## src/rtl/adder_share_arb_pkg.sv

```systemverilog
// Shared types and default sizing for the round-robin shared-adder arbiter.
package adder_arb_pkg;

    localparam int DEF_DATA_WIDTH = 24;
    localparam int DEF_NUM_REQ    = 4;
    localparam int DEF_ID_W       = $clog2(DEF_NUM_REQ);

    typedef logic [DEF_DATA_WIDTH-1:0] operand_t;
    typedef logic [DEF_DATA_WIDTH:0]   sum_t;

    typedef struct packed {
        logic [DEF_ID_W-1:0] id;
        sum_t                sum;
    } rsp_t;

    typedef enum logic {
        EMPTY = 1'b0,
        FULL  = 1'b1
    } state_t;

endpackage

```

## src/rtl/adder_share_arb_if.sv

```systemverilog
// Request (per-channel operand pairs) and response (sum + id) handshake bundle.
interface adder_share_arb_if #(
    parameter int DATA_WIDTH = adder_arb_pkg::DEF_DATA_WIDTH,
    parameter int NUM_REQ    = adder_arb_pkg::DEF_NUM_REQ
);
    localparam int ID_W = $clog2(NUM_REQ);

    logic [NUM_REQ-1:0]                 req_valid;
    logic [NUM_REQ-1:0]                 req_ready;
    logic [NUM_REQ-1:0][DATA_WIDTH-1:0] req_a;
    logic [NUM_REQ-1:0][DATA_WIDTH-1:0] req_b;
    logic                               rsp_valid;
    logic                               rsp_ready;
    logic [ID_W-1:0]                    rsp_id;
    logic [DATA_WIDTH:0]                rsp_sum;

    modport master (
        output req_valid, req_a, req_b, rsp_ready,
        input  req_ready, rsp_valid, rsp_id, rsp_sum
    );

    modport slave (
        input  req_valid, req_a, req_b, rsp_ready,
        output req_ready, rsp_valid, rsp_id, rsp_sum
    );

endinterface

```

## src/rtl/adder_share_arb_carry_select_adder.sv

```systemverilog
// Combinational carry-select adder: low half ripples, upper half is precomputed
// for both carry-in values and selected by the low-half carry.
module carry_select_adder #(
    parameter int DATA_WIDTH = 24
) (
    input  logic [DATA_WIDTH-1:0] a,
    input  logic [DATA_WIDTH-1:0] b,
    output logic [DATA_WIDTH:0]   result
);
    localparam int LO_W = DATA_WIDTH / 2;
    localparam int HI_W = DATA_WIDTH - LO_W;

    logic [LO_W:0] lo_sum;
    logic [HI_W:0] hi_sum0;
    logic [HI_W:0] hi_sum1;

    assign lo_sum  = {1'b0, a[LO_W-1:0]} + {1'b0, b[LO_W-1:0]};
    assign hi_sum0 = {1'b0, a[DATA_WIDTH-1:LO_W]} + {1'b0, b[DATA_WIDTH-1:LO_W]};
    assign hi_sum1 = {1'b0, a[DATA_WIDTH-1:LO_W]} + {1'b0, b[DATA_WIDTH-1:LO_W]}
                     + (HI_W+1)'(1);

    assign result = {(lo_sum[LO_W] ? hi_sum1 : hi_sum0), lo_sum[LO_W-1:0]};

endmodule

```

## src/rtl/adder_share_arb.sv

```systemverilog
// Round-robin arbiter granting one requester per cycle onto a shared adder,
// with a single registered result slot on a valid/ready response port.
module adder_share_arb
    import adder_arb_pkg::*;
#(
    parameter int DATA_WIDTH = DEF_DATA_WIDTH,
    parameter int NUM_REQ    = DEF_NUM_REQ
) (
    input  logic              clk,
    input  logic              rst,
    adder_share_arb_if.slave  bus
);
    localparam int ID_W = $clog2(NUM_REQ);

    typedef struct packed {
        logic [ID_W-1:0]     id;
        logic [DATA_WIDTH:0] sum;
    } rsp_reg_t;

    state_t              state_q, state_d;
    logic [ID_W-1:0]     ptr_q, ptr_d;
    rsp_reg_t            rsp_q, rsp_d;

    logic [ID_W:0]       pick;
    logic                grant_vld;
    logic [ID_W-1:0]     grant_idx;
    logic                can_accept;
    logic                xfer;
    logic [NUM_REQ-1:0]  req_ready;
    logic [DATA_WIDTH-1:0] op_a, op_b;
    logic [DATA_WIDTH:0]   sum;

    // Returns {found, index}: first set bit scanning upward from ptr, wrapping.
    function automatic logic [ID_W:0] rr_pick(input logic [NUM_REQ-1:0] valid,
                                              input logic [ID_W-1:0]    ptr);
        logic [ID_W:0]   res;
        logic [ID_W-1:0] id;
        int unsigned     idx;
        res = '0;
        for (int unsigned i = 0; i < NUM_REQ; i++) begin
            idx = (32'(ptr) + i) % NUM_REQ;
            id  = ID_W'(idx);
            if (!res[ID_W] && valid[id]) begin
                res = {1'b1, id};
            end
        end
        return res;
    endfunction

    assign pick      = rr_pick(bus.req_valid, ptr_q);
    assign grant_vld = pick[ID_W];
    assign grant_idx = pick[ID_W-1:0];

    // Reset blocks both handshakes so nothing is accepted or delivered while it is held.
    assign can_accept = !rst && ((state_q == EMPTY) || bus.rsp_ready);
    assign xfer       = grant_vld && can_accept;

    always_comb begin
        req_ready = '0;
        if (xfer) begin
            req_ready[grant_idx] = 1'b1;
        end
    end

    assign op_a = bus.req_a[grant_idx];
    assign op_b = bus.req_b[grant_idx];

    carry_select_adder #(
        .DATA_WIDTH (DATA_WIDTH)
    ) u_adder (
        .a      (op_a),
        .b      (op_b),
        .result (sum)
    );

    always_comb begin
        state_d = state_q;
        ptr_d   = ptr_q;
        rsp_d   = rsp_q;
        case (state_q)
            EMPTY:   if (xfer) state_d = FULL;
            FULL:    if (bus.rsp_ready && !xfer) state_d = EMPTY;
            default: state_d = EMPTY;
        endcase
        if (xfer) begin
            rsp_d.id  = grant_idx;
            rsp_d.sum = sum;
            ptr_d     = (grant_idx == ID_W'(NUM_REQ-1)) ? '0 : grant_idx + ID_W'(1);
        end
    end

    always_ff @(posedge clk) begin
        if (rst) begin
            state_q <= EMPTY;
            ptr_q   <= '0;
            rsp_q   <= '0;
        end else begin
            state_q <= state_d;
            ptr_q   <= ptr_d;
            rsp_q   <= rsp_d;
        end
    end

    assign bus.req_ready = req_ready;
    assign bus.rsp_valid = (state_q == FULL) && !rst;
    assign bus.rsp_id    = rsp_q.id;
    assign bus.rsp_sum   = rsp_q.sum;

endmodule

```

## src/flat_wrapper.sv

```systemverilog
// flat-port wrapper written by rule: the top's interface ports become plain ports
module adder_share_arb_flat import adder_arb_pkg::*;
#(
    parameter int DATA_WIDTH = DEF_DATA_WIDTH,
    parameter int NUM_REQ    = DEF_NUM_REQ
)
  (clk, rst, bus_req_valid, bus_req_a, bus_req_b, bus_rsp_ready, bus_req_ready, bus_rsp_valid, bus_rsp_id, bus_rsp_sum);
  adder_share_arb_if #(.DATA_WIDTH(DATA_WIDTH), .NUM_REQ(NUM_REQ)) bus_i ();
  input  logic clk;
  input  logic rst;
  input wire logic [$bits(bus_i.req_valid)-1:0] bus_req_valid;
  input wire logic [$bits(bus_i.req_a)-1:0] bus_req_a;
  input wire logic [$bits(bus_i.req_b)-1:0] bus_req_b;
  input wire logic [$bits(bus_i.rsp_ready)-1:0] bus_rsp_ready;
  output wire logic [$bits(bus_i.req_ready)-1:0] bus_req_ready;
  output wire logic [$bits(bus_i.rsp_valid)-1:0] bus_rsp_valid;
  output wire logic [$bits(bus_i.rsp_id)-1:0] bus_rsp_id;
  output wire logic [$bits(bus_i.rsp_sum)-1:0] bus_rsp_sum;
  assign bus_i.req_valid = bus_req_valid;
  assign bus_i.req_a = bus_req_a;
  assign bus_i.req_b = bus_req_b;
  assign bus_i.rsp_ready = bus_rsp_ready;
  assign bus_req_ready = bus_i.req_ready;
  assign bus_rsp_valid = bus_i.rsp_valid;
  assign bus_rsp_id = bus_i.rsp_id;
  assign bus_rsp_sum = bus_i.rsp_sum;
  adder_share_arb #(.DATA_WIDTH(DATA_WIDTH), .NUM_REQ(NUM_REQ)) u_core (.clk(clk), .rst(rst), .bus(bus_i));
endmodule
```

## config.mk

```make
export PLATFORM = sky130hd
export DESIGN_NAME = adder_share_arb_flat
export DESIGN_NICKNAME = d
export VERILOG_FILES = /design/src/rtl/adder_share_arb_pkg.sv /design/src/rtl/adder_share_arb_if.sv /design/src/rtl/adder_share_arb_carry_select_adder.sv /design/src/rtl/adder_share_arb.sv /design/src/flat_wrapper.sv
export SDC_FILE = /design/constraint.sdc
export NUM_CORES = 1
export LEC_CHECK = 0
export BUFFER_PORTS_ARGS = -buffer_cell sky130_fd_sc_hd__buf_4
export CAP_MARGIN = 20
export CELL_PAD_IN_SITES_DETAIL_PLACEMENT = 0
export CELL_PAD_IN_SITES_GLOBAL_PLACEMENT = 1
export CORE_ASPECT_RATIO = 0.5
export CORE_MARGIN = 4
export CORE_UTILIZATION = 32
export DETAILED_ROUTE_END_ITERATION = 16
export GPL_TIMING_DRIVEN = 0
export PLACE_DENSITY = 0.9
export SLEW_MARGIN = 15
export SYNTH_ARGS = -nofsm -noshare
export SYNTH_HDL_FRONTEND = slang
export SYNTH_SLANG_ARGS = --single-unit
export TNS_END_PERCENT = 50
```

## constraint.sdc

```tcl
create_clock -name clk -period 8.5 [get_ports clk]
set_input_delay 0.85 -clock clk [delete_from_list [all_inputs] [get_ports clk]]
set_output_delay 0.85 -clock clk [all_outputs]
set_load 0.03 [all_outputs]
```

Word-level counts from Yosys, hierarchy flattened
Index checks and enable logic that the tools add are counted.

storage, ports and cells
  flip-flop bits (word level) = 30
  logic and storage cells = 57
  output and inout port bits = 32
  bits of input ports = 199

operators by class
  reduce and logical (&&, ||, !) cells = 14
  $lt $le $gt $ge = 6
  bitwise logic cells = 1
  multiplexer cells = 24
  eq/ne operators = 1
  $add $sub $neg = 7

operator list
  kind                     count
  $bmux W24 S2             2
  $mux W24                 2
  $add A12 B12 Y13         2
  $lt A2 B3 Y1 const B     5
  $add A13 B1 Y13 const B  1
  $mux W13                 1
  $mux W3                  4
  $bmux W1 S2              4
  $logic_and A1 B1 Y1      8
  $mux W1                  7
  $logic_not A1 Y1         5
  $add A2 B1 Y2 const B    2
  $add A2 B2 Y2 const B    2
  $mux W4                  1
  $demux W1 S2             1
  $eq A2 B2 Y1 const B     1
  $ge A2 B1 Y1 const B     1
  $mux W2                  1
  $pmux W1 S2              1
  $logic_or A1 B1 Y1       1
  $not A1 Y1               1

Logic depth before layout (Yosys ltp)
Gate-level depths: netlist of run 1.

  depth in word-level cells = 17
  gate-level depth with buffers = 18
  mapped depth without buffers = 17

Cells and area by module
Synthesis of run 1 repeated with hierarchy kept, for this count alone.

second synthesis, totals
  cell total of the unflattened synthesis = 479
  area total of the unflattened synthesis = 4,110.2 sq um

modules (own cells, without submodules)
  module              sequential area each (sq um)  area each (sq um)  instances  cells each
  adder_share_arb     600.6                         2,765.2            1          307
  carry_select_adder  0.0                           1,345.0            1          172

Worst setup path after synthesis of run 1
No wires, ideal clock.

  path type = input -> register
  start point = input port bus_req_valid[0]
  end point = register u_core.rsp_q, in the netlist u_core.bus.rsp_sum[21]
  stages on the path = 17
  setup slack = 3.920 ns
  required time = 8.427 ns
  arrival = 4.506 ns
  library setup time = 0.073 ns
  path buffers = 2
  cell sequence = a21oi_1 -> o21a_1 -> o22ai_1 -> clkbuf_1 -> clkbuf_1 -> nand2_1 -> a31oi_1 -> ha_1 -> inv_1 -> fa_1 -> nand2b_1 -> a211oi_4 -> o211a_1 -> a311oi_2 -> nor4b_4 -> or4b_1 -> o211ai_2

on the way
  word-level cells in the longest chain between the ends = 17
  elaborated cells on any way between the ends = 27
  those cells by class = add/sub: 3; mux: 17; reduce/logical: 7

RTL lines
  what                                    RTL line                                                                            RTL
  start, declared                         flat_wrapper.sv:11                                                                  input wire logic [$bits(bus_i.req_valid)-1:0] bus_req_valid;
  $bmux W1 S2                             adder_share_arb.sv:43                                                               if (!res[ID_W] && valid[id]) begin
  $mux W1 (implied by the code)           adder_share_arb.sv:43
  $mux W3                                 adder_share_arb.sv:43
  $logic_not A1 Y1                        adder_share_arb.sv:43
  $logic_and A1 B1 Y1                     adder_share_arb.sv:43
  $mux W3                                 adder_share_arb.sv:43
  $logic_not A1 Y1                        adder_share_arb.sv:43
  $logic_and A1 B1 Y1                     adder_share_arb.sv:43
  $mux W3                                 adder_share_arb.sv:43
  $logic_not A1 Y1                        adder_share_arb.sv:43
  $logic_and A1 B1 Y1                     adder_share_arb.sv:43
  $mux W3 (*)                             adder_share_arb.sv:43
  $bmux W24 S2, on equally long branches  adder_share_arb.sv:65, adder_share_arb.sv:66
  $mux W24, on equally long branches      adder_share_arb.sv:65, adder_share_arb.sv:66
  $add A12 B12 Y13                        adder_share_arb_carry_select_adder.sv:18, adder_share_arb_carry_select_adder.sv:19
  $add A13 B1 Y13                         adder_share_arb_carry_select_adder.sv:20                                            + (HI_W+1)'(1);
  $mux W13                                adder_share_arb_carry_select_adder.sv:22                                            assign result = {(lo_sum[LO_W] ? hi_sum1 : hi_sum0), lo_sum[LO_W-1:0]};
  end signal, assigned                    adder_share_arb.sv:100                                                              rsp_q <= rsp_d;
  end, declared                           adder_share_arb.sv:22                                                               rsp_reg_t rsp_q, rsp_d;

Mark *: on every way between the ends. The rest lies on a longest branch, timed or not. The select of a mux whose other input is x is not followed.
A chain may end at the register's enable or synchronous reset.

Worst setup path after layout of run 1
Ends and elaborated chain as after synthesis.

==> summary by stage, run 1 <==
Yosys
For this run, the leading register cell type out of synthesis is sky130_fd_sc_hd__dfxtp_1. Ranked by total cell area, the synthesized netlist is headed by sky130_fd_sc_hd__nand2_1 (19%), sky130_fd_sc_hd__dfxtp_1 (15%), sky130_fd_sc_hd__ha_1 (8.9%), sky130_fd_sc_hd__a31oi_1 (8.0%), sky130_fd_sc_hd__and3_1 (7.7%). The share of synthesized flip-flops with an asynchronous set or reset is 0.

The number of synthesized flops with an enable pin is 0. The biggest area contributor in the post-synthesis netlist is sky130_fd_sc_hd__nand2_1. The synthesized cell area is 0.00406 mm². Counting every net in the synthesized netlist gives 868.

The flip-flop and latch count after synthesis is 30. Of the synthesized area, sequential elements account for 0.148. The cell count after synthesis came out at 638. Yosys mapped the design onto 63 distinct sky130hd cell types.

The count of yosys warnings during synthesis is 0. The average instance in the mapped netlist occupies 6.36 µm². The share of Yosys cell area claimed by the top area cell type is 0.186.

Pwr
The share of total power dissipated in sequential elements is 0.122. The worst-case IR drop observed on VDD is 119 µV. Of the total power, the clock network draws 0.104. The combinational fraction of design power is 0.774. Of the total power, the share spent switching nets is 0.523. After layout, the design draws a total of 1890 µW. For this design the static power due to leakage is 0.00303 µW. The internal portion of the total power is 899 µW. The power per cell area is 307 mW/mm². Summed over all nets, the switching power comes to 988 µW.

Status
The run finished with clean final reports.

Worst setup path
The worst reg-to-reg setup slack is 3150 ps. In this run the critical register-to-register path is captured at u_core.bus.rsp_sum[21]. The critical register-to-register path startpoint is u_core.ptr_q[1]. The kind of launch point of the worst setup path is an input port. The critical path starts at bus_req_valid[0]. The category of the worst setup path capture point is a register. The required time reported for the critical path endpoint is 8700 ps. The critical path ends at u_core.bus.rsp_sum[21]. Of all nets on the critical path, the largest fanout is 10.

Data on the critical path arrives at its endpoint at 5800 ps. For the worst flop-to-flop path, the logic depth is 17. The type of the worst setup path is in2reg.

Clock tree
The root buffer cell chosen for the clock tree is sky130_fd_sc_hd__clkbuf_16. The clock tree synthesis step divided the H-tree into 2 levels. The clock net sink count is 30. The clock passes through at most 2 buffers.

TritonCTS built the clock tree. The count of cells resized by post-cts repair is 0. The number of buffers inserted by hold repair at cts is 0. The clock latency reported for the late side of the worst-skew pair is 270 ps. The total CTS buffers is 5. Clock-pin slew was measured on the worst setup and hold paths at 50 ps. The buffers inserted during post-CTS setup optimization is 0.

STA
The final-report hold violation count is 0. Summed over all failing endpoints, the final setup total negative slack is 0 ps. The transition time at the pin with the least slew margin is 981 ps. The max-slew violation total from the final report came to 0. The final worst setup slack is 2900 ps. Timing would allow up to 179 MHz. Setup repair after global routing left no endpoint under its margin. Setup violations remaining at the end of the flow were counted as 0. The share of the cycle needed by the critical path after routing is 0.658.

The final period demand of the worst path is 5600 ps. The tightest slew margin relative to the limit is 0.341. For the final database, setup skew stands at 2.85 ps.

Placed design
The placed standard-cell area is 0.00599 mm². The sum of net half-perimeters after detailed placement is 14,800 µm. The weighted congestion at the end of routability-driven global placement is 0.974.

Before CTS, the worst setup slack after placement is 2670 ps. In this run the tool buffered the top-level ports with 229 buffer cells.

Global routing
The initial antenna violation count is 0. For this run, the total global-route usage over all layers was measured as 0.219. The first global-routing pass estimated 26,200 µm of wire. The number of global-route vias before repair was 5,057. Entering global routing, the biggest net connects 12 pins. The final global-route overflow total is 0.

Floorplan
The horizontal die dimension is 167 µm. The height of the chip is 87.7 µm. The core region is 0.0121 mm². The die area is 0.0147 mm². The number of primary I/O pins is 231.

In this run the core area contains 28 standard-cell rows. For this configuration, the core starts out at a cell density of 0.335.

Route
The final routed DRC violation total is 0. For this block, the via count after detailed routing is 5,509. The post-detailed-route wirelength per cell is 16.9 µm. The number of violations reported at the end of detailed-routing iteration 0 is 393. The count of nets left with antenna violations once routing finished came out at 0. The post-detailed-routing wire length is 17,500 µm.

The first TritonRoute pass finished after 5 iterations. After detailed routing, the number of vias per cell comes to 5.30.

Finish
Once layout is complete, the utilization of the core stands at 0.507. The signed area change from the synthesized netlist to the final layout is 51.5%. The layout has 1,301 filler cells. The post-route cell area is 0.00615 mm².

Leaving out fill and tap cells, the most frequent cells in the layout are sky130_fd_sc_hd__buf_4 (229), sky130_fd_sc_hd__nand2_1 (201), sky130_fd_sc_hd__a31oi_1 (52). In the final layout, the share of cells above drive strength 1 is 0.293. The number of antenna diodes in the final layout is 0.

The final net count is 1,104. Leaving out fill and tap cells, the most frequent cell in the layout is sky130_fd_sc_hd__buf_4.

Min path
The path class of the lowest-slack min-delay path is reg2reg.

Flow run
The number of maximum-capacitance violations is 0.
## worst min path at each step
stage,from,end,cells past startpoint
after global placement,u_core.bus.rsp_sum[1],u_core.bus.rsp_sum[1],2
after CTS,u_core.bus.rsp_sum[1],u_core.bus.rsp_sum[1],2
after detailed placement,u_core.bus.rsp_sum[1],u_core.bus.rsp_sum[1],2
after floorplan,u_core.ptr_q[0],u_core.ptr_q[0],2
final,u_core.bus.rsp_sum[1],u_core.bus.rsp_sum[1],2
after global routing,u_core.bus.rsp_sum[1],u_core.bus.rsp_sum[1],2
## power by group through the flow
stage | clock, µW | combinational (µW) | sequential (µW)
finish | 197 | 1460 | 230
global route | 207 | 1600 | 235
CTS | 200 | 1450 | 229
detailed placement | 0 | 1440 | 231
global placement | 0 | 1420 | 230
floorplan | 0 | 902 | 318
## area by class of cell
| cell class | count | area (µm²) | area share |
|---|---|---|---|
| multi-input cells | 549 | 3240 | 0.526 |
| flip-flops and latches | 30 | 601 | 0.0976 |
| repair buffers | 229 | 1720 | 0.279 |
| clock buffers | 5 | 125 | 0.0203 |
| inverters | 16 | 60.1 | 0.00976 |
| clock inverters | 3 | 40.0 | 0.00651 |
| plain buffers | 43 | 164 | 0.0266 |
| well taps | 165 | 206 | 0.0336 |
## worst max-delay path, cell delays in order
cell	delay, ps
sky130_fd_sc_hd__buf_4	100
sky130_fd_sc_hd__a21oi_1	60
sky130_fd_sc_hd__o21a_1	170
sky130_fd_sc_hd__o22ai_1	560
sky130_fd_sc_hd__clkbuf_1	470
sky130_fd_sc_hd__clkbuf_1	430
sky130_fd_sc_hd__nand2_1	100
sky130_fd_sc_hd__a31oi_1	200
sky130_fd_sc_hd__ha_1	220
sky130_fd_sc_hd__inv_1	60
sky130_fd_sc_hd__fa_1	390
sky130_fd_sc_hd__nand2b_1	210
sky130_fd_sc_hd__a211oi_4	360
sky130_fd_sc_hd__o21ai_2	130
sky130_fd_sc_hd__xnor2_1	390
sky130_fd_sc_hd__nor4b_4	490
sky130_fd_sc_hd__or4b_1	500
sky130_fd_sc_hd__o211ai_2	80
## cells in the mapped netlist, drive strengths merged, types with 4 or more instances
cell type / n
nand2: 201
ha: 29
nor2b: 7
clkbuf: 39
a31oi: 52
nor2: 24
and2: 5
a211oi: 10
and3: 50
dfxtp: 30
xor2: 10
buf: 4
mux2i: 9
a21oi: 16
o21ai: 30
nand3: 28
xnor2: 12
a211o: 5
inv: 15
nor3: 10
## logic make-up after synthesis
| logic type | after synthesis | share of synthesized area |
|---|---|---|
| compound gates | 140 | 0.234 |
| xor+xnor | 22 | 0.0475 |
| fa+ha+maj | 31 | 0.0992 |
| buf+inv | 59 | 0.0552 |
| flops | 30 | 0.148 |
| mux | 9 | 0.0222 |
| simple gates | 347 | 0.394 |
## per-stage QoR
step / hold WS (ps) / cells
after global routing: 485 / 1040
after global placement: 450 / 1032
after detailed placement: 460 / 1032
after CTS: 470 / 1040
final: 469 / 1040
after floorplan: 497 / 638
## per-layer routing
layer	vias to the layer above	GRT usage	part of all wire
met5	-	0	0
met4	0	0.0449	0.013
met3	16	0.0325	0.074
met2	196	0.346	0.45
met1	2565	0.318	0.47
li1	2732	-	-
## flip-flops by register name, indices dropped and copies added (netlist names)
signal,count
u_core.state_q,1
u_core.ptr_q,2
u_core.bus.rsp_id,2
u_core.bus.rsp_sum,25
Power figures use the tool's default switching activity.
==> run 2, diff against run 1 <==
Settings changed: CORE_UTILIZATION 32 to 27, PLACE_DENSITY 0.9 to 0.81.
Clock period 8.5 ns to 4.65 ns, I/O delays scaled along.
==> run 2 against run 1 <==
  * Combinational power up 93%
  * Via count unchanged
  * Die area up 17%
  * Global-route usage down 2.0 points
  * Sequential share of layout area down 0.18 points
  * Setup slack worse by 2700 ps
  * Sequential power up 82%
  * Clock skew about the same
  * Clock power up 64%
  * Power up 89%
  * First-iteration DRC count down 3.6%
  * Final area up 2.1%
  * Critical path type is now reg2reg
  * Critical endpoint unchanged
  * Highest routed layer unchanged
==> summary by stage, run 2 (synthesis results as in run 1) <==
Pwr
The share of total power dissipated in combinational logic is 0.791. The net switching fraction of the power is 0.530. The part of the power in registers is 0.118.

The total net switching power is 1890 µW. The power per cell area is 567 mW/mm². VDD sags by at most 209 µV. The power share of the clock group is 0.091. The internal power of the cells totals 1670 µW. The static power due to leakage is 0.00308 µW.

Clock tree
The clock reaches the later pin of the worst-skew pair after 270 ps. The clock net sink count is 30. CTS built an H-tree with a depth of 2.

Buffers inserted to repair hold after CTS numbered 0. CTS placed an instance of sky130_fd_sc_hd__clkbuf_16 at the clock tree root. Clock-pin slew was measured on the worst setup and hold paths at 50 ps. TritonCTS built the clock tree. The clock passes through at most 2 buffers. Counting the buffers created by CTS gives 5.

Placed design
The sum of net half-perimeters after detailed placement is 15,400 µm. During placement, the flow inserted port buffers numbering 229. The count of placed standard cells including taps is 1,065. The placed standard-cell area is 0.00603 mm². Routability-driven placement finished with a final weighted congestion of 0.902.

Worst setup path
The number of buffers and inverters on the critical path is 3. On the worst path, the slowest cell contributes a delay of 470 ps. Data on the critical path arrives at its endpoint at 4650 ps. The worst setup path is captured at a register. The critical path goes through a21oi_1, o21a_1, o22ai_4, buf_4, clkbuf_4, nand2_1, a31oi_1, ha_1, inv_1, fa_1, nand2b_1, a211oi_4, o21ai_2, xnor2_2, nor4b_4, or4b_1, o211ai_2. The type of the worst setup path is reg2reg. On the critical path, the stage with the largest delay is an instance of sky130_fd_sc_hd__or4b_1. The kind of launch point of the worst setup path is a register. The cell type group with the largest total delay on the critical path is compound AO/OA/AOI/OAI gates.

Along the worst path, the maximum fanout reaches 10. For flop-to-flop paths, the worst setup slack is 200 ps. The required time reported for the critical path endpoint is 4850 ps.

Floorplan
The starting density of the core is 0.278. The die covers 0.0172 mm². The floorplan step defined a core boundary enclosing 0.0146 mm². The number of primary I/O pins is 231. The height of the chip is 94.7 µm.

Measured along the x axis, the die boundary spans 181 µm. The floorplan has 31 rows.

Route
The detailed router finished its first iteration with 379 violations. The count of TritonRoute iterations in the first routing pass is 5. The routed via count divided by cell count is 5.12. The total vias in the final route is 5,509. The post-detailed-route wirelength per cell is 17.2 µm. The count of antenna-violating nets left after detailed routing is 0. For this run, design rule violations remaining after detail routing come to 0. The post-detailed-routing wire length is 18,500 µm.

Finish
The finished cells cover 0.00628 mm². The register area is 602 µm². The net count of the finished layout is 1,107. In the layout the commonest cells are sky130_fd_sc_hd__buf_4 (234), sky130_fd_sc_hd__nand2_1 (201), sky130_fd_sc_hd__a31oi_1 (52). Summing all multi-input logic gate instances after layout gives 0.00330 mm².

The count of antenna diodes in the layout is 0. Excluding fillers, the count of instances in the completed layout stands at 1,076. The signed area change from the synthesized netlist to the final layout is 54.7%.

The register with the most flip-flops in the layout has 25 of them. The most common cell after layout, fill and taps aside is sky130_fd_sc_hd__buf_4. Counting the fill cells in the layout gives 1,600. Of the cells placed in the final design, the portion with a size suffix greater than 1 is 0.309.

STA
Measured against its own limit, the worst slew margin works out to 0.394. Between clock sinks in the finished design, the worst skew comes to 3.16 ps. The transition time at the pin with the least slew margin is 902 ps. The max-slew violation total from the final report is 0. The final-report hold violation count is 0. The number of endpoints failing setup at the final stage is 0. The final period demand of the worst path is 4450 ps.

Dividing the final minimum period by the clock period gives 0.957. The post-route worst hold slack is 464 ps. Timing would allow up to 225 MHz.

Global routing
The global-route wire length before repair is 27,600 µm. Global routing finished with a remaining overflow of 0. The number of global-route vias before repair is 5,253.

The initial antenna violation count is 0. Entering global routing, the biggest net connects 12 pins. The global-route usage over all layers is 0.199.

Flow run
The number of maximum-capacitance violations is 0.

Min path
The worst hold path belongs to the class reg2reg.

Status
The run finished with clean final reports.
## run 2: cell type report
class,count,share of cell area
Sequential cell,30,0.0958
Timing Repair Buffer,233,0.279
Buffer,42,0.0279
Inverter,16,0.00956
Multi-Input combinational cell,549,0.525
Tap cell,198,0.0395
Clock buffer,7,0.0227
Clock inverter,1,0.000797
## run 2: through the flow
| stage | setup slack [ps] | util | TNS (ps) | power, µW |
|---|---|---|---|---|
| after detailed placement | -980 | 0.413 | -6160 | 3080 |
| final | 198 | 0.431 | 0 | 3560 |
| after CTS | 26.9 | 0.427 | 0 | 3460 |
| after global placement | -948 | 0.413 | -5030 | 3060 |
| after global routing | -7.97 | 0.431 | -7.97 | 3830 |
| after floorplan | 455 | - | 0 | 2230 |
## run 2: final timing paths
kind                          from                      to  depth (start not counted)
min reg2reg  u_core.bus.rsp_sum[0]   u_core.bus.rsp_sum[0]                          2
max reg2reg        u_core.ptr_q[1]  u_core.bus.rsp_sum[21]                         17
min          u_core.bus.rsp_sum[0]   u_core.bus.rsp_sum[0]                          2
max                u_core.ptr_q[1]  u_core.bus.rsp_sum[21]                         17
## run 2: metal layers
metal / vias to the layer above / global-route usage / routed length (µm)
met3: 16 / 0.0265 / 1070
met4: 0 / 0.0331 / 191
met2: 190 / 0.330 / 8590
li1: 2738 / - / -
met1: 2565 / 0.282 / 8690
met5: - / 0 / 0
## run 2: worst register-to-register path: cells and delay by family, from the launching register on
family | cells | cell delay, ps
AO/OA/AOI/OAI | 7 | 1410
buffers and inverters | 3 | 560
adder cells (fa/ha/maj) | 2 | 590
XOR/XNOR | 1 | 350
flip-flops | 1 | 390
AND/OR/NAND/NOR | 4 | 1070
## run 2: repair_timing
action,CTS,global route
pin swaps,0,3
resized for setup,9,18
endpoints found under the setup margin,9,13
buffers inserted,1,3
## run 2: power by group through the flow
stage | registers [µW] | clock network (µW) | logic [µW]
after global placement | 422 | 0 | 2640
after detailed placement | 422 | 0 | 2660
after floorplan | 582 | 0 | 1650
after CTS | 419 | 328 | 2710
final | 419 | 324 | 2820
after global routing | 429 | 337 | 3060
==> run 3, diff against run 2 <==
Settings changed: CORE_ASPECT_RATIO 0.5 to 1.25.
==> run 3 against run 2 <==
  * Highest routed layer unchanged
  * Critical path type unchanged
  * Largest cell class unchanged
  * Final area decreased by 0.34%
  * Global-route usage up 0.21 points
  * First-iteration DRC count fell by 25%
==> summary by stage, run 3 (synthesis results as in run 1) <==
Flow run
Max-cap violations in this run came to 0.

Global routing
Across every metal layer, demand over resource in global routing totals 0.201. The final global-route overflow total is 0. The maximum number of pins on one net before global-route repair is 12. The first global-routing pass estimated 28,200 µm of wire. The number of global-route vias before repair is 5,280.

The initial antenna violation count is 0.

Pwr
Of the total power, combinational logic draws 0.788. The maximum vdd ir drop is 205 µV. Of the total power, the clock network draws 0.090. The static power due to leakage is 0.00308 µW. Power spread over the standard cell area amounts to 544 mW/mm². The total net switching power is 1760 µW. The share of total power dissipated in sequential elements is 0.121. The internal power summed over all cells is 1650 µW. The net switching fraction of the power is 0.517.

Route
Dividing the detail-routed via count by the number of cells gives 5.10. The final routed DRC violation total is 0. In the final routed layout, each cell accounts on average for 17.2 µm. After detailed routing, the total wire length is 18,100 µm. The final route contains 5,371 vias. The number of violations reported at the end of detailed-routing iteration 0 is 284. For this run, the detailed router's first-pass iteration total came to 5.

The count of antenna-violating nets left after detailed routing is 0.

STA
Based on the critical path, the design can be clocked at up to 230 MHz. The max-slew violation total from the final report is 0. The final worst setup slack is 305 ps. Setup repair after global routing could not meet its margin everywhere. The transition time at the pin with the least slew margin is 954 ps.

The final period demand of the worst path is 4350 ps. Dividing the final minimum period by the clock period gives 0.934. The number of endpoints failing setup at the final stage is 0.

The final-report hold violation count was 0. The tightest slew margin relative to the limit is 0.359. Clock skew on the completed layout was measured at 3.80 ps.

Placed design
The pre-CTS worst setup slack is -986 ps. The weighted congestion at the end of routability-driven global placement is 0.858. The sum of net half-perimeters after detailed placement is 15,000 µm.

In this run the tool buffered the top-level ports with 229 buffer cells.

Min path
The worst hold path belongs to the class reg2reg. The worst hold endpoint is u_core.bus.rsp_sum[1]. The worst hold path was traced through 2 stages.

The worst hold path begins at u_core.bus.rsp_sum[1].

Finish
The fraction of layout instances using a drive strength above 1 is 0.314. The library cells used most frequently in the layout, excluding fill and tap cells, are sky130_fd_sc_hd__buf_4 (234), sky130_fd_sc_hd__nand2_1 (201), sky130_fd_sc_hd__a31oi_1 (51). The area growth from synthesis to layout is 54.1%.

Leaving out fill and tap cells, the most frequent cell in the layout is sky130_fd_sc_hd__buf_4. The register with the most flip-flops in the layout has 25 of them. For this run, the post-layout net count is 1,107.

The count of antenna diodes in the layout is 0. For this run, the share of the core covered by cells in the final layout is 0.429.

Clock tree
The buffer levels on the longest clock path is 2. CTS built an H-tree with a depth of 2. Counting every sink on the clock net gives 30. In this run, CTS created clock tree buffers numbering 5. The clock-pin slew on the worst setup and hold paths is 50 ps.

After clock tree synthesis, the flow added hold-fix buffers numbering 0. The clock root buffer is sky130_fd_sc_hd__clkbuf_16. The CTS tree is done. For the worst-skew pair, the clock arrives at the later sink with an insertion delay of 270 ps.

Floorplan
The height of the chip is 145 µm. The number of primary I/O pins is 231. The die area is 0.0171 mm². The die is 118 µm wide. For this configuration, the core starts out at a cell density of 0.278.

In this run the core area contains 49 standard-cell rows. The core region is 0.0146 mm².

Worst setup path
The startpoint identified for the worst register-to-register timing path is u_core.ptr_q[1]. The worst setup path is launched from a register. The count of cells along the worst register-to-register path is 16. The worst setup path is captured at a register. The critical path arrival is 4540 ps. Together, buffers and inverters on the worst path number 3. The worst setup path startpoint is u_core.ptr_q[1].

Traced cell by cell, the critical path runs through a21oi_1, o21a_1, o22ai_4, inv_2, clkbuf_1, mux2i_1, mux2i_2, inv_1, fa_1, nand2b_1, a211oi_4, o21ai_2, xnor2_2, nor4b_4, or4b_1, o211ai_2. The end of the worst register-to-register path is u_core.bus.rsp_sum[21]. The type of the worst setup path is reg2reg. Along the worst path, the maximum fanout reaches 10.

The cell type group with the largest total delay on the critical path is compound AO/OA/AOI/OAI gates. The slowest stage of the critical path belongs to the cell sky130_fd_sc_hd__or4b_1. The required time reported for the critical path endpoint is 4850 ps. The worst reg-to-reg setup slack is 300 ps. The maximum cell stage delay along the critical path is 480 ps.

Status
The flow ran to the end, and the final reports show no timing, DRC or antenna violations.
run 3: area by class of cell:
cell class / count / area (µm²)
plain buffers: 43 / 190
clock buffers: 6 / 139
fillers: 1596 / 8330
inverters: 16 / 60.1
multi-input cells: 549 / 3300
flip-flops and latches: 30 / 601
well taps: 178 / 223
repair buffers: 232 / 1740
run 3: power groups by stage:
stage / clock [µW] / combinational, µW / sequential [µW]
3_5_place_dp: 0 / 2590 / 418
2_1_floorplan: 0 / 1650 / 582
4_1_cts: 311 / 2610 / 414
5_1_grt: 324 / 2960 / 426
3_3_place_gp: 0 / 2580 / 414
6_report: 307 / 2680 / 413
run 3: worst min-delay path, cell delays in order (launching register included):
cell and delay, ps:
sky130_fd_sc_hd__dfxtp_1 310, sky130_fd_sc_hd__nand3_1 60, sky130_fd_sc_hd__nand2_1 50
run 3: through the flow:
step           cells  TNS (ps)  instance area (µm²)  total power, µW  hold slack (ps)
3_3_place_gp    1045     -6430                 6000             3000              452
4_1_cts         1052         0                 6170             3340              461
6_report        1054         0                 6260             3400              459
5_1_grt         1054     -39.2                 6260             3720              487
3_5_place_dp    1045     -6630                 6000             3010              453
2_1_floorplan    638         0                 4060             2230              497
run 3: what timing repair did:
| action | in CTS | in global routing |
|---|---|---|
| setup endpoints to repair | 12 | 14 |
| pin swaps | 0 | 2 |
| hold endpoints to repair | 0 | 0 |
| setup buffers | 1 | 2 |
| resized for setup | 9 | 28 |
run 3: routing by layer:
layer | GRT usage | part of all wire | vias to the layer above | routed length (µm)
met3 | 0.0381 | 0.066 | 20 | 1190
li1 | - | - | 2734 | -
met2 | 0.341 | 0.47 | 209 | 8520
met4 | 0.0452 | 0.016 | 0 | 290
met1 | 0.265 | 0.45 | 2408 | 8120
met5 | 0 | 0 | - | 0
run 3: worst max path at each step:
stage          slack, ps  cells past startpoint                     end
3_3_place_gp        -970                     18  u_core.bus.rsp_sum[21]
6_report             300                     16  u_core.bus.rsp_sum[21]
3_5_place_dp        -990                     18  u_core.bus.rsp_sum[21]
2_1_floorplan        460                     17  u_core.bus.rsp_sum[21]
5_1_grt              -40                     17  u_core.bus.rsp_sum[21]
4_1_cts               10                     17  u_core.bus.rsp_sum[21]
